===== config.mk =====
export PLATFORM = sky130hd
export DESIGN_NAME = div
export DESIGN_NICKNAME = d
export VERILOG_FILES = /design/src/rtl/div_pkg.sv /design/src/rtl/div.sv
export SDC_FILE = /design/constraint.sdc
export NUM_CORES = 1
export LEC_CHECK = 0
export BUFFER_PORTS_ARGS = -buffer_cell sky130_fd_sc_hd__buf_2
export CAP_MARGIN = 25
export CORE_UTILIZATION = 50
export DETAILED_ROUTE_END_ITERATION = 6
export GPL_ROUTABILITY_DRIVEN = 0
export GPL_TIMING_DRIVEN = 1
export HOLD_SLACK_MARGIN = 0.1
export PLACE_DENSITY = 0.7
export SLEW_MARGIN = 10
export SYNTH_ARGS = -nofsm -noshare
export SYNTH_HDL_FRONTEND = slang
export SYNTH_SLANG_ARGS = --single-unit

===== constraint.sdc =====
create_clock -name clk -period 6.05 [get_ports clk]
set_input_delay 1.5125 -clock clk [delete_from_list [all_inputs] [get_ports clk]]
set_output_delay 1.5125 -clock clk [all_outputs]
set_load 0.005 [all_outputs]

===== src/rtl/div_pkg.sv =====
// Shared definitions for the iterative divider: FSM state encoding,
// handshake level names and the default operand width.
package div_pkg;

  localparam int DivWidthDefault = 32;

  typedef enum logic [1:0] {
    DIV_FREE   = 2'b00,
    DIV_BYZERO = 2'b01,
    DIV_ON     = 2'b10,
    DIV_END    = 2'b11
  } div_state_e;

  localparam logic DivResultReady    = 1'b1;
  localparam logic DivResultNotReady = 1'b0;
  localparam logic DivStart          = 1'b1;
  localparam logic DivStop           = 1'b0;

endpackage


===== src/rtl/div.sv =====
// Multi-cycle radix-2 restoring divider (signed/unsigned) with annul and
// divide-by-zero short path; result is {remainder, quotient}.
module div
  import div_pkg::*;
#(
  parameter int WIDTH = DivWidthDefault
) (
  input  logic               clk,
  input  logic               rst,
  input  logic               signed_div_i,
  input  logic [WIDTH-1:0]   opdata1_i,
  input  logic [WIDTH-1:0]   opdata2_i,
  input  logic               start_i,
  input  logic               annul_i,
  output logic [2*WIDTH-1:0] result_o,
  output logic               ready_o,
  output logic               busy_o
);

  localparam int CntW = $clog2(WIDTH + 1);

  div_state_e       state;
  logic [CntW-1:0]  cnt;
  logic [WIDTH-1:0] quo_q;
  logic [WIDTH-1:0] rem_q;
  logic [WIDTH-1:0] dvs_q;
  logic             neg_quo_q;
  logic             neg_rem_q;

  logic [WIDTH-1:0] mag1;
  logic [WIDTH-1:0] mag2;
  logic [WIDTH:0]   partial;
  logic [WIDTH:0]   diff;
  logic             fits;
  logic [WIDTH-1:0] rem_next;

  assign mag1 = (signed_div_i && opdata1_i[WIDTH-1]) ? -opdata1_i : opdata1_i;
  assign mag2 = (signed_div_i && opdata2_i[WIDTH-1]) ? -opdata2_i : opdata2_i;

  // The partial remainder is always below 2*divisor, so a set top bit means
  // the subtraction fits regardless of the borrow in diff[WIDTH].
  assign partial  = {rem_q, quo_q[WIDTH-1]};
  assign diff     = partial - {1'b0, dvs_q};
  assign fits     = partial[WIDTH] | ~diff[WIDTH];
  assign rem_next = fits ? diff[WIDTH-1:0] : partial[WIDTH-1:0];

  // NOTE: all state uses non-blocking assignments so every register samples
  // the pre-edge values, independent of statement order in this block.
  always_ff @(posedge clk) begin
    if (!rst) begin
      state     <= DIV_FREE;
      cnt       <= '0;
      quo_q     <= '0;
      rem_q     <= '0;
      dvs_q     <= '0;
      neg_quo_q <= 1'b0;
      neg_rem_q <= 1'b0;
      result_o  <= '0;
      ready_o   <= DivResultNotReady;
      busy_o    <= 1'b0;
    end else begin
      case (state)
        DIV_FREE: begin
          if (start_i == DivStart && !annul_i) begin
            quo_q     <= mag1;
            rem_q     <= '0;
            dvs_q     <= mag2;
            neg_quo_q <= signed_div_i & (opdata1_i[WIDTH-1] ^ opdata2_i[WIDTH-1]);
            neg_rem_q <= signed_div_i & opdata1_i[WIDTH-1];
            cnt       <= '0;
            busy_o    <= 1'b1;
            state     <= (opdata2_i == '0) ? DIV_BYZERO : DIV_ON;
          end
        end

        DIV_BYZERO: begin
          busy_o <= 1'b0;
          if (annul_i) begin
            state <= DIV_FREE;
          end else begin
            result_o <= '0;
            ready_o  <= DivResultReady;
            state    <= DIV_END;
          end
        end

        DIV_ON: begin
          if (annul_i) begin
            busy_o <= 1'b0;
            state  <= DIV_FREE;
          end else if (cnt == CntW'(WIDTH)) begin
            result_o <= {(neg_rem_q ? -rem_q : rem_q),
                         (neg_quo_q ? -quo_q : quo_q)};
            ready_o  <= DivResultReady;
            busy_o   <= 1'b0;
            state    <= DIV_END;
          end else begin
            quo_q <= {quo_q[WIDTH-2:0], fits};
            rem_q <= rem_next;
            cnt   <= cnt + CntW'(1);
          end
        end

        DIV_END: begin
          // The result is committed here, so annul_i is deliberately ignored.
          if (start_i == DivStop) begin
            result_o <= '0;
            ready_o  <= DivResultNotReady;
            state    <= DIV_FREE;
          end
        end

        default: state <= DIV_FREE;
      endcase
    end
  end

endmodule


After elaboration in Yosys (flattened, before gate mapping):

Index checks and enable logic that the tools add are counted.

* reduce and logical (&&, ||, !) cells: 14
* multiplexer cells: 38
* add/subtract/negate cells: 6
* equal/unequal tests: 11
* bitwise operators: 5

Operator list (count)
* two-way mux 32 bit: 11
* two-way mux 64 bit: 4
* case mux 64 bit (3 select lines): 1
* negation 32 bit: 4
* case mux 32 bit (2 select lines): 2
* subtractor 33 x 32 -> 33 bit: 1
* zero test 32 bit: 1
* two-way mux 6 bit: 3
* two-way mux 2 bit: 6
* inequality test 2 bit (second input constant): 6
* case mux 6 bit (2 select lines): 1
* case mux 2 bit (4 select lines): 1
* two-way mux 1 bit: 7
* adder 6 x 1 -> 6 bit (second input constant): 1
* == test 6 bit (second input constant): 1
* case mux 1 bit (3 select lines): 2
* AND reduction 3 bit: 2
* nonzero test 3 bit: 2
* AND reduction 5 bit: 1
* == test 2 bit (second input constant): 2
* AND reduction 4 bit: 1
* logical AND 1 bit: 3
* inequality test 3 bit (second input constant): 1
* AND 1 bit: 2
* 8 further kinds: 8

* bits in registers: 172
* word-level logic and storage cells: 84

Depth between registers and ports, before layout:

Gate-level depths: netlist of run 1.

* depth in word-level cells: 7
* gate-level depth with buffers: 13

Worst setup path before layout of run 1:

Ideal clock, no wire load.

* kind: input-to-reg
* start: input port opdata1_i[4]
* end: register quo_q[26]
* path slack: 2.073 ns
* data arrival time: 3.851 ns
* stages on the path: 10
* cell sequence: or4_1 -> or3_1 -> clkbuf_1 -> nor4_1 -> nand2_1 -> o21ai_1 -> xor2_1 -> nor2_1 -> a21oi_1 -> o21ai_0

* word-level cells in the longest chain between the ends: 4

Ends and longest elaborated chain
* start: declaration: RTL line div.sv:11 `input logic [WIDTH-1:0] opdata1_i,`
* negation 32 bit: RTL line div.sv:37 `assign mag1 = (signed_div_i && opdata1_i[WIDTH-1]) ? -opdata1_i : opdata1_i;`
* two-way mux 32 bit: RTL line div.sv:37
* two-way mux 32 bit: RTL line div.sv:64 `if (start_i == DivStart && !annul_i) begin`
* case mux 32 bit (2 select lines): RTL line div.sv:62 `case (state)`
* end signal: assignment: RTL line div.sv:65 `quo_q <= mag1;`
* end signal: assignment: RTL line div.sv:98 `quo_q <= {quo_q[WIDTH-2:0], fits};`
* end: declaration: RTL line div.sv:24 `logic [WIDTH-1:0] quo_q;`

Every way passes these cells. The select of a mux whose other input is x is not followed.
A chain may end at the register's enable or synchronous reset.

Worst setup path in the final report of run 1:

* start: input port opdata1_i[4]
* end: register quo_q[27]

The elaborated chain is that of the path after synthesis.

==> impl_metrics.py, run 1 <==
metrics = {
    "critical_path": {
        "cp_top_family": "simple AND/OR/NAND/NOR gates",
        "worst_setup_path_end_kind": "flip-flop",
        "crit_start": "opdata1_i[4]",
        "critical_path.cell_chain": "buf_2 -> or4_1 -> or3_1 -> nor4_2 -> nand2_1 -> o21ai_0 -> xor2_1 -> nor2_1 -> a21oi_1 -> o21ai_0",
        "reg2reg_depth": 12,
        "worstPathArrival_ps": 4190,
        "r2r_slack_ps": 2280,
        "critPathKind": "in2reg",
        "crit-reg2reg-launch": "quo_q[31]",
        "r2r-end": "rem_q[22]",
        "slowest_stage": "nor4_2",
        "cp_max_fo": 6,
        "critical_path.max_stage_delay_ps": 630,
        "worst-path-buf-inv": 1,
        "cp_data_required_time_ps": 6340,
        "startpoint_type": "input pin",
        "crit_top_cell": "o21ai_0",
    },
    "pwr": {
        "peakVddDrop_mv": 0.215,
        "p_total_mw": 4.02,
        "leakagePower_nw": 4.89,
        "p_per_area_mw_per_mm2": 332,
    },
    "clock_network": {
        "cts_hold_buf": 0,
        "clkSinkCount": 172,
        "path_clk_slew_ps": 70,
        "clk_latency_ps": 430,
        "post_cts_buffers": 0,
        "numCtsBuffers": 17,
        "htree_levels": 4,
        "cts_tree": "yes",
        "root_buffer": "clkbuf_16",
        "cts_resized": 0,
        "clock_path_buffers": 2,
    },
    "detailed_routing": {
        "drt_first_pass_iters": 5,
        "highest_layer": "met4",
        "met2WireLength_mm": 11.2,
        "num_vias": 10100,
        "wl_per_cell_um": 15.9,
        "postRouteAntennaNets": 0,
        "wl_mm": 28.4,
        "wl_met3_mm": 2.07,
        "drc_errors": 0,
        "viasPerCell": 5.67,
        "drt_iter0_drc": 667,
        "wl_met1_mm": 14.7,
    },
    "logic_synthesis": {
        "synth-main-ff-cell": "dfxtp_1",
        "yosysUniqueCellTypes": 59,
        "syn_inst": 1414,
        "seq_area_frac_synth_pct": 32.4,
        "synthArstFlopShare_pct": 0,
        "netlist_area_mm2": 0.0106,
        "synth_edf_count": 0,
        "synth-seq-cells": 172,
        "yosys_warnings": 0,
        "synth.avg_cell_area_um2": 7.51,
        "syn_nets": 1526,
    },
    "hold_path": {
        "hp-start": "result_o[34]",
        "min_path_type": "reg2reg",
        "worstHoldPathCells": 2,
        "worstHoldEndpoint": "result_o[34]",
    },
    "final_layout": {
        "drive_gt1_share_pct": 13.0,
        "nets": 1612,
        "fillers": 1955,
        "syn_to_final_growth_pct": 14.0,
        "diodes": 0,
    },
    "sta": {
        "relSlewSlack_pct": 42.7,
        "hold_viol_final": 0,
        "final.setup.worst_slack_ps": 2150,
        "post-route-period-util_pct": 64.5,
        "fin_skew_ps": 10.7,
        "max_freq_ghz": 0.256,
        "worst_slew_pin_slew_ps": 851,
        "drv_slew": 0,
        "tns_ps": 0,
        "setup_violations": 0,
        "grt_setup_unrepaired": "false",
        "fin_crit_ps": 3900,
    },
    "place": {
        "io_buffers": 134,
        "dp_hpwl_mm": 21.1,
        "dp_slack_ps": 1750,
    },
    "global_routing": {
        "grt.overflow.total": 0,
        "grt_pass1_wl_mm": 46.2,
        "antenna_found_initial": 0,
        "grt.total_usage_pct": 26.4,
        "grt_max_degree": 75,
        "grt_pass1_vias": 8878,
    },
    "floorplanning": {
        "row_count": 52,
        "die-height_um": 148,
        "fp.coreArea_mm2": 0.0206,
        "dieArea_mm2": 0.0218,
        "ios": 135,
        "initial_core_util_pct": 51.7,
        "dieWidth_um": 148,
    },
    "flow_run": {
        "drv_cap": 0,
    },
    "run_status": {
        "status": "complete, no violations",
    },
}
## area by class of cell
type / count / area [µm²] / share of cell area, %
Clock buffer: 17 / 425 / 3.51
Tap cell: 270 / 338 / 2.79
Clock inverter: 15 / 220 / 1.82
Sequential cell: 172 / 3440 / 28.4
Inverter: 63 / 236 / 1.95
Timing Repair Buffer: 148 / 783 / 6.47
Multi-Input combinational cell: 1098 / 6660 / 55.0
## cells in the final DEF, fill, tap and decap left out, types with 10 or more instances in the layout
cell / n
nand2_1: 193
a21oi_1: 125
a22oi_1: 33
nand2b_1: 16
or3_1: 15
nor3_1: 22
xor2_1: 60
nand3_1: 37
clkbuf_16: 17
or4_1: 14
o41ai_1: 13
inv_1: 62
ha_1: 41
dfxtp_1: 172
o21ai_0: 133
nor2_1: 135
o31ai_1: 23
xnor2_1: 87
buf_2: 134
a211oi_1: 25
a32oi_1: 10
a31oi_1: 14
buf_4: 13
## kinds of logic after synthesis
group,count (synthesis),synth area share [%]
simple gates,478,20.3
flops,172,32.4
compound gates,429,24.8
fa+ha+maj,43,5.14
mux,1,0.0942
buf+inv,144,5.09
xor+xnor,147,12.1
## cells in the mapped netlist (2+ instances only)
cell type  number  area, µm²
o41ai_1        13        114
a32oi_1        10       87.6
or3_4           3       33.8
nor3_1         22        110
inv_1          62        233
nand4_1         5       31.3
o311ai_0        2       17.5
and3b_1         2       17.5
a31oi_1        14       87.6
o21a_1          4       30.0
o21bai_1        6       45.0
o21ai_0       133        666
or2_2           2       12.5
o21ai_1         3       15.0
nor2_1        137        514
dfxtp_1       172       3440
ha_1           42        526
o31ai_1        23        173
nand2b_1       16        100
a211o_1         2       17.5
nand3_1        37        185
a21oi_1       125        626
nand3b_1        4       30.0
o31ai_4         2       42.5
or4_1          14        105
and3_1          4       25.0
nor2b_1         4       25.0
and2_1          5       31.3
a211oi_1       26        195
a22oi_1        33        248
nor4_1          7       43.8
a22o_1          6       52.6
a311oi_1        5       43.8
a21o_1          7       52.6
xor2_1         60        526
o211ai_1        7       52.6
or3_1          15       93.8
nand2_1       193        724
xnor2_1        87        762
clkbuf_1       75        282
buf_1           6       22.5
nor3b_1         2       15.0
## layer usage
metal / GRT usage [%] / vias to the layer above
met1: 41.0 / 4593
met3: 4.17 / 34
met4: 7.63 / 0
met2: 36.7 / 330
li1: - / 5153
met5: 0 / -
## registers in the layout, indices dropped and copies added, names as in the netlist, 2 cells and up
name	count
cnt	6
rem_q	32
quo_q	32
dvs_q	32
result_o	64
state	2
## worst max path at each step
stage / end / slack, ps / cells past startpoint
floorplan: quo_q[26] / 2070 / 10
global placement: quo_q[29] / 1810 / 8
detailed placement: quo_q[29] / 1750 / 8
CTS: quo_q[27] / 2190 / 10
global route: quo_q[25] / 1940 / 10
finish: quo_q[27] / 2150 / 10
## through the flow
step / cell area, µm² / util (%) / hold slack [ps] / std cells
floorplan: 10600 / - / 432 / 1414
global placement: 11400 / 55.7 / 430 / 1750
detailed placement: 11400 / 55.7 / 439 / 1750
CTS: 12100 / 58.8 / 452 / 1782
global route: 12100 / 58.9 / 469 / 1783
finish: 12100 / 58.9 / 448 / 1783
## worst min-delay path, cell delays in order, from the launching register on
cell     delay (ps)
dfxtp_1         310
nand2_1          50
a21oi_1          50
## report_power, final
part | internal, mW | leakage (nW) | switching, mW
Sequential | 1.24 | 1.39 | 0.152
Combinational | 0.508 | 3.19 | 0.907
Clock | 0.707 | 0.307 | 0.503
No activity file was read; power rests on OpenSTA's default activity.
==> run 2, diff against run 1 <==
Clock period 6.05 ns to 3.7 ns, I/O delays scaled along.
==> run 2 against run 1 <==
Clock-buffer cell count stayed put; clock skew is 1.1 ps lower; final cell count is 0.79% higher; core utilization is 0.72 points higher; non-clock buffer count is 15 higher; clock power is 66% higher; highest routed layer unchanged.
==> impl_metrics.py, run 2 (synthesized netlist as in run 1, its figures left out) <==
metrics = {
    "critical_path": {
        "cp_max_fo": 41,
        "crit-reg2reg-launch": "quo_q[31]",
        "crit_top_cell": "a21oi_1",
        "slowest_stage": "o21a_1",
        "cp_data_required_time_ps": 4050,
        "r2r_slack_ps": 350,
        "critical_path.cell_chain": "inv_1 -> ha_1 -> fa_1 -> nand2b_1 -> a21oi_1 -> o2111ai_1 -> a31oi_1 -> a21oi_1 -> o21a_1 -> buf_12 -> nor2_1 -> a21oi_1 -> o21ai_0",
        "worst_setup_path_end_kind": "flip-flop",
        "worstPathArrival_ps": 3690,
        "critPathKind": "reg2reg",
        "startpoint_type": "flip-flop",
        "critical_path.max_stage_delay_ps": 430,
        "crit_start": "quo_q[31]",
    },
    "global_routing": {
        "antenna_found_initial": 0,
        "grt.total_usage_pct": 26.6,
        "grt_pass1_wl_mm": 46.2,
        "grt_pass1_vias": 8769,
        "grt.overflow.total": 0,
        "grt_max_degree": 63,
    },
    "sta": {
        "post-route-period-util_pct": 90.4,
        "tns_ps": 0,
        "worst_slew_pin_slew_ps": 788,
        "drv_slew": 0,
        "max_freq_ghz": 0.299,
        "relSlewSlack_pct": 47.3,
        "fin_skew_ps": 9.59,
        "grt_setup_unrepaired": "false",
        "setup_violations": 0,
        "hold_viol_final": 0,
        "fin_crit_ps": 3350,
    },
    "clock_network": {
        "clock_path_buffers": 2,
        "path_clk_slew_ps": 70,
        "clkSinkCount": 172,
        "cts_tree": "yes",
        "cts_resized": 0,
        "clk_latency_ps": 430,
        "numCtsBuffers": 17,
        "htree_levels": 4,
        "post_cts_buffers": 0,
        "cts_hold_buf": 0,
        "root_buffer": "clkbuf_16",
    },
    "detailed_routing": {
        "drt_iter0_drc": 675,
        "postRouteAntennaNets": 0,
        "drc_errors": 0,
        "viasPerCell": 5.63,
        "wl_per_cell_um": 16.0,
        "wl_mm": 28.7,
        "drt_first_pass_iters": 5,
        "num_vias": 10100,
    },
    "final_layout": {
        "layout_commonest_cell": "nand2_1",
        "nets": 1627,
        "layout_common_cells": "nand2_1, dfxtp_1, nor2_1, buf_2, o21ai_0",
        "stdcell_count": 1797,
        "drive_gt1_share_pct": 13.8,
        "syn_to_final_growth_pct": 15.4,
        "largest_reg_flops": 64,
        "top_register": "result_o",
        "diodes": 0,
    },
    "floorplanning": {
        "fp.coreArea_mm2": 0.0206,
        "ios": 135,
        "dieWidth_um": 148,
        "initial_core_util_pct": 51.7,
        "die-height_um": 148,
        "dieArea_mm2": 0.0218,
        "row_count": 52,
    },
    "hold_path": {
        "min_path_type": "reg2reg",
        "hp-start": "result_o[55]",
    },
    "pwr": {
        "p_per_area_mw_per_mm2": 543,
        "p_total_mw": 6.65,
        "peakVddDrop_mv": 0.341,
        "leakagePower_nw": 4.99,
    },
    "place": {
        "io_buffers": 134,
        "dp.cells": 1765,
        "dp_hpwl_mm": 21.5,
    },
    "run_status": {
        "status": "complete, no violations",
    },
    "flow_run": {
        "drv_cap": 0,
    },
}
run 2: power breakdown:
part           switching (mW)  internal, mW
clock network           0.798          1.21
logic                    1.50         0.862
registers               0.248          2.03
total                    2.54          4.11
run 2: critical path: cells and delay by family, from the launching register on:
family,cells,cell delay [ps]
buf+inv,2,350
flops,1,350
compound gates,7,1630
fa+ha+maj,2,610
simple gates,2,310
run 2: final timing paths:
path	endpoint	depth (start not counted)
worst max register to register	rem_q[4]	13
worst min-delay path	result_o[55]	2
worst min register to register	result_o[55]	2
worst max-delay path	rem_q[4]	13
run 2: layout make-up:
cell class	count	area, µm²
well taps	270	338
flip-flops and latches	172	3440
fillers	1930	8300
multi-input cells	1098	6660
repair buffers	163	921
clock inverters	14	230
inverters	63	236
clock buffers	17	425
run 2: through the flow:
stage	hold slack, ps	cell area [µm²]	worst slack (ps)	utilization, %
2_1_floorplan	432	10600	311	-
3_5_place_dp	439	11600	212	56.4
3_3_place_gp	433	11600	295	56.4
6_report	446	12300	354	59.6
4_1_cts	452	12200	402	59.5
5_1_grt	468	12300	61.8	59.6
run 2: layer usage:
layer | vias to the layer above | global-route usage, % | wire length [µm]
li1 | 5177 | - | -
met1 | 4570 | 41.3 | 14800
met2 | 338 | 36.7 | 11400
met3 | 32 | 4.72 | 2120
met4 | 0 | 7.58 | 407
met5 | - | 0 | 0
==> run 3, diff against run 2 <==
Settings changed: CORE_UTILIZATION 50 to 59, PLACE_DENSITY 0.7 to 0.81.
==> run 3 against run 2 <==
Maximum frequency is 1.4% higher; global-route usage rose by 4.2 points; critical endpoint is now result_o[58]; worst hold slack gained 1.0 ps; critical path type unchanged; largest power group unchanged.
==> impl_metrics.py, run 3 (synthesized netlist as in run 1, its figures left out) <==
metrics = {
    "run_status": {
        "status": "complete, no violations",
    },
    "pwr": {
        "leakagePower_nw": 4.91,
        "peakVddDrop_mv": 0.429,
        "p_per_area_mw_per_mm2": 524,
    },
    "sta": {
        "hold_viol_final": 0,
        "grt_setup_unrepaired": "false",
        "whs_ps": 447,
        "setup_violations": 0,
        "relSlewSlack_pct": 48.3,
        "max_freq_ghz": 0.303,
        "fin_skew_ps": 6.03,
        "worst_slew_pin_slew_ps": 774,
        "drv_slew": 0,
        "post-route-period-util_pct": 89.2,
        "tns_ps": 0,
        "fin_crit_ps": 3300,
        "final.setup.worst_slack_ps": 400,
    },
    "detailed_routing": {
        "wl_mm": 27.9,
        "drc_errors": 0,
        "drt_iter0_drc": 871,
        "drt_first_pass_iters": 5,
        "viasPerCell": 5.97,
        "postRouteAntennaNets": 0,
        "num_vias": 10400,
        "wl_per_cell_um": 16.0,
    },
    "critical_path": {
        "cp_max_fo": 7,
        "crit_top_cell": "or3_4",
        "startpoint_type": "flip-flop",
        "critical_path.max_stage_delay_ps": 480,
        "cp_data_required_time_ps": 3990,
        "worstPathArrival_ps": 3590,
        "critical_path.cell_chain": "or3_4 -> or3_4 -> or4_1 -> or2_4 -> or4_4 -> or3_4 -> o31ai_4 -> xor2_1 -> o21ai_1",
        "slowest_stage": "or4_4",
        "critPathKind": "reg2reg",
        "worst_setup_path_end_kind": "flip-flop",
    },
    "floorplanning": {
        "dieArea_mm2": 0.0185,
        "fp.coreArea_mm2": 0.0174,
        "die-height_um": 136,
        "row_count": 48,
        "initial_core_util_pct": 61.0,
        "dieWidth_um": 136,
        "ios": 135,
    },
    "final_layout": {
        "fillers": 1506,
        "fin_area_mm2": 0.0121,
        "register_area_mm2": 0.00344,
        "syn_to_final_growth_pct": 13.6,
        "drive_gt1_share_pct": 13.5,
        "top_register": "result_o",
        "stdcell_count": 1747,
        "largest_reg_flops": 64,
        "nets": 1623,
        "layout_commonest_cell": "nand2_1",
        "layout_common_cells": "nand2_1, dfxtp_1, nor2_1, buf_2, o21ai_0",
        "multiInputGateArea_mm2": 0.00666,
        "diodes": 0,
    },
    "hold_path": {
        "min_path_type": "reg2reg",
    },
    "global_routing": {
        "antenna_found_initial": 0,
        "grt_max_degree": 72,
        "grt_pass1_vias": 9074,
        "grt.total_usage_pct": 30.7,
        "grt.overflow.total": 0,
        "grt_pass1_wl_mm": 45.5,
    },
    "clock_network": {
        "clock_path_buffers": 2,
        "clkSinkCount": 172,
        "clk_latency_ps": 430,
        "cts_tree": "yes",
        "path_clk_slew_ps": 60,
        "cts_hold_buf": 0,
        "root_buffer": "clkbuf_16",
        "post_cts_buffers": 0,
        "cts_resized": 0,
        "numCtsBuffers": 17,
        "htree_levels": 4,
    },
    "flow_run": {
        "drv_cap": 0,
    },
    "place": {
        "dp.cells": 1716,
        "io_buffers": 134,
        "dp_slack_ps": 230,
        "placed_area_mm2": 0.0115,
        "dp_hpwl_mm": 21.0,
    },
}
run 3: cell types whose count changed in the layout (fill, tap and decap cells not counted):
cell	delta
inv_8	-2
clkbuf_8	+2
inv_6	-3
clkinv_2	+4
bufinv_16	-4
clkinvlp_4	+3
clkinv_4	-1
buf_4	-4
run 3: cell type report:
type | count | share of cell area (%)
multi-input combinational | 1098 | 55.2
sequential | 172 | 28.5
timing repair buffer | 159 | 7.39
clock buffer | 19 | 3.75
tap | 225 | 2.33
inverter | 63 | 1.96
clock inverter | 11 | 0.788
run 3: worst max-delay path: cells and delay by family (launching register included):
kind            cells  cell delay (ps)
simple gates        6             2330
xor+xnor            1              170
flops               1              400
compound gates      2              250
run 3: power by group:
part           total, mW  switching, mW  internal (mW)  leakage, nW
combinational       2.35           1.49          0.864         3.25
sequential          2.29          0.252           2.03         1.39
clock               1.68          0.730          0.950        0.267
run 3: routing by layer:
metal / part of all wire (%) / global-route usage, % / wire length (µm)
met5: 0 / 0 / 0
met2: 42 / 44.9 / 11600
met3: 9.1 / 4.77 / 2530
met1: 48 / 46.3 / 13300
met4: 1.6 / 8.27 / 439
run 3: through the flow:
stage | utilization [%] | total power, mW
after floorplan | - | 3.98
after global placement | 66.0 | 4.56
after detailed placement | 66.0 | 4.61
after CTS | 69.2 | 6.27
after global routing | 69.3 | 6.69
final | 69.3 | 6.32
run 3: path summary, 6_finish.rpt:
check | from | to | slack [ps] | cells past startpoint
worst max register to register | rem_q[11] | result_o[58] | 400 | 9
worst max-delay path | rem_q[11] | result_o[58] | 400 | 9
worst min register to register | result_o[57] | result_o[57] | 450 | 2
worst min-delay path | result_o[57] | result_o[57] | 450 | 2
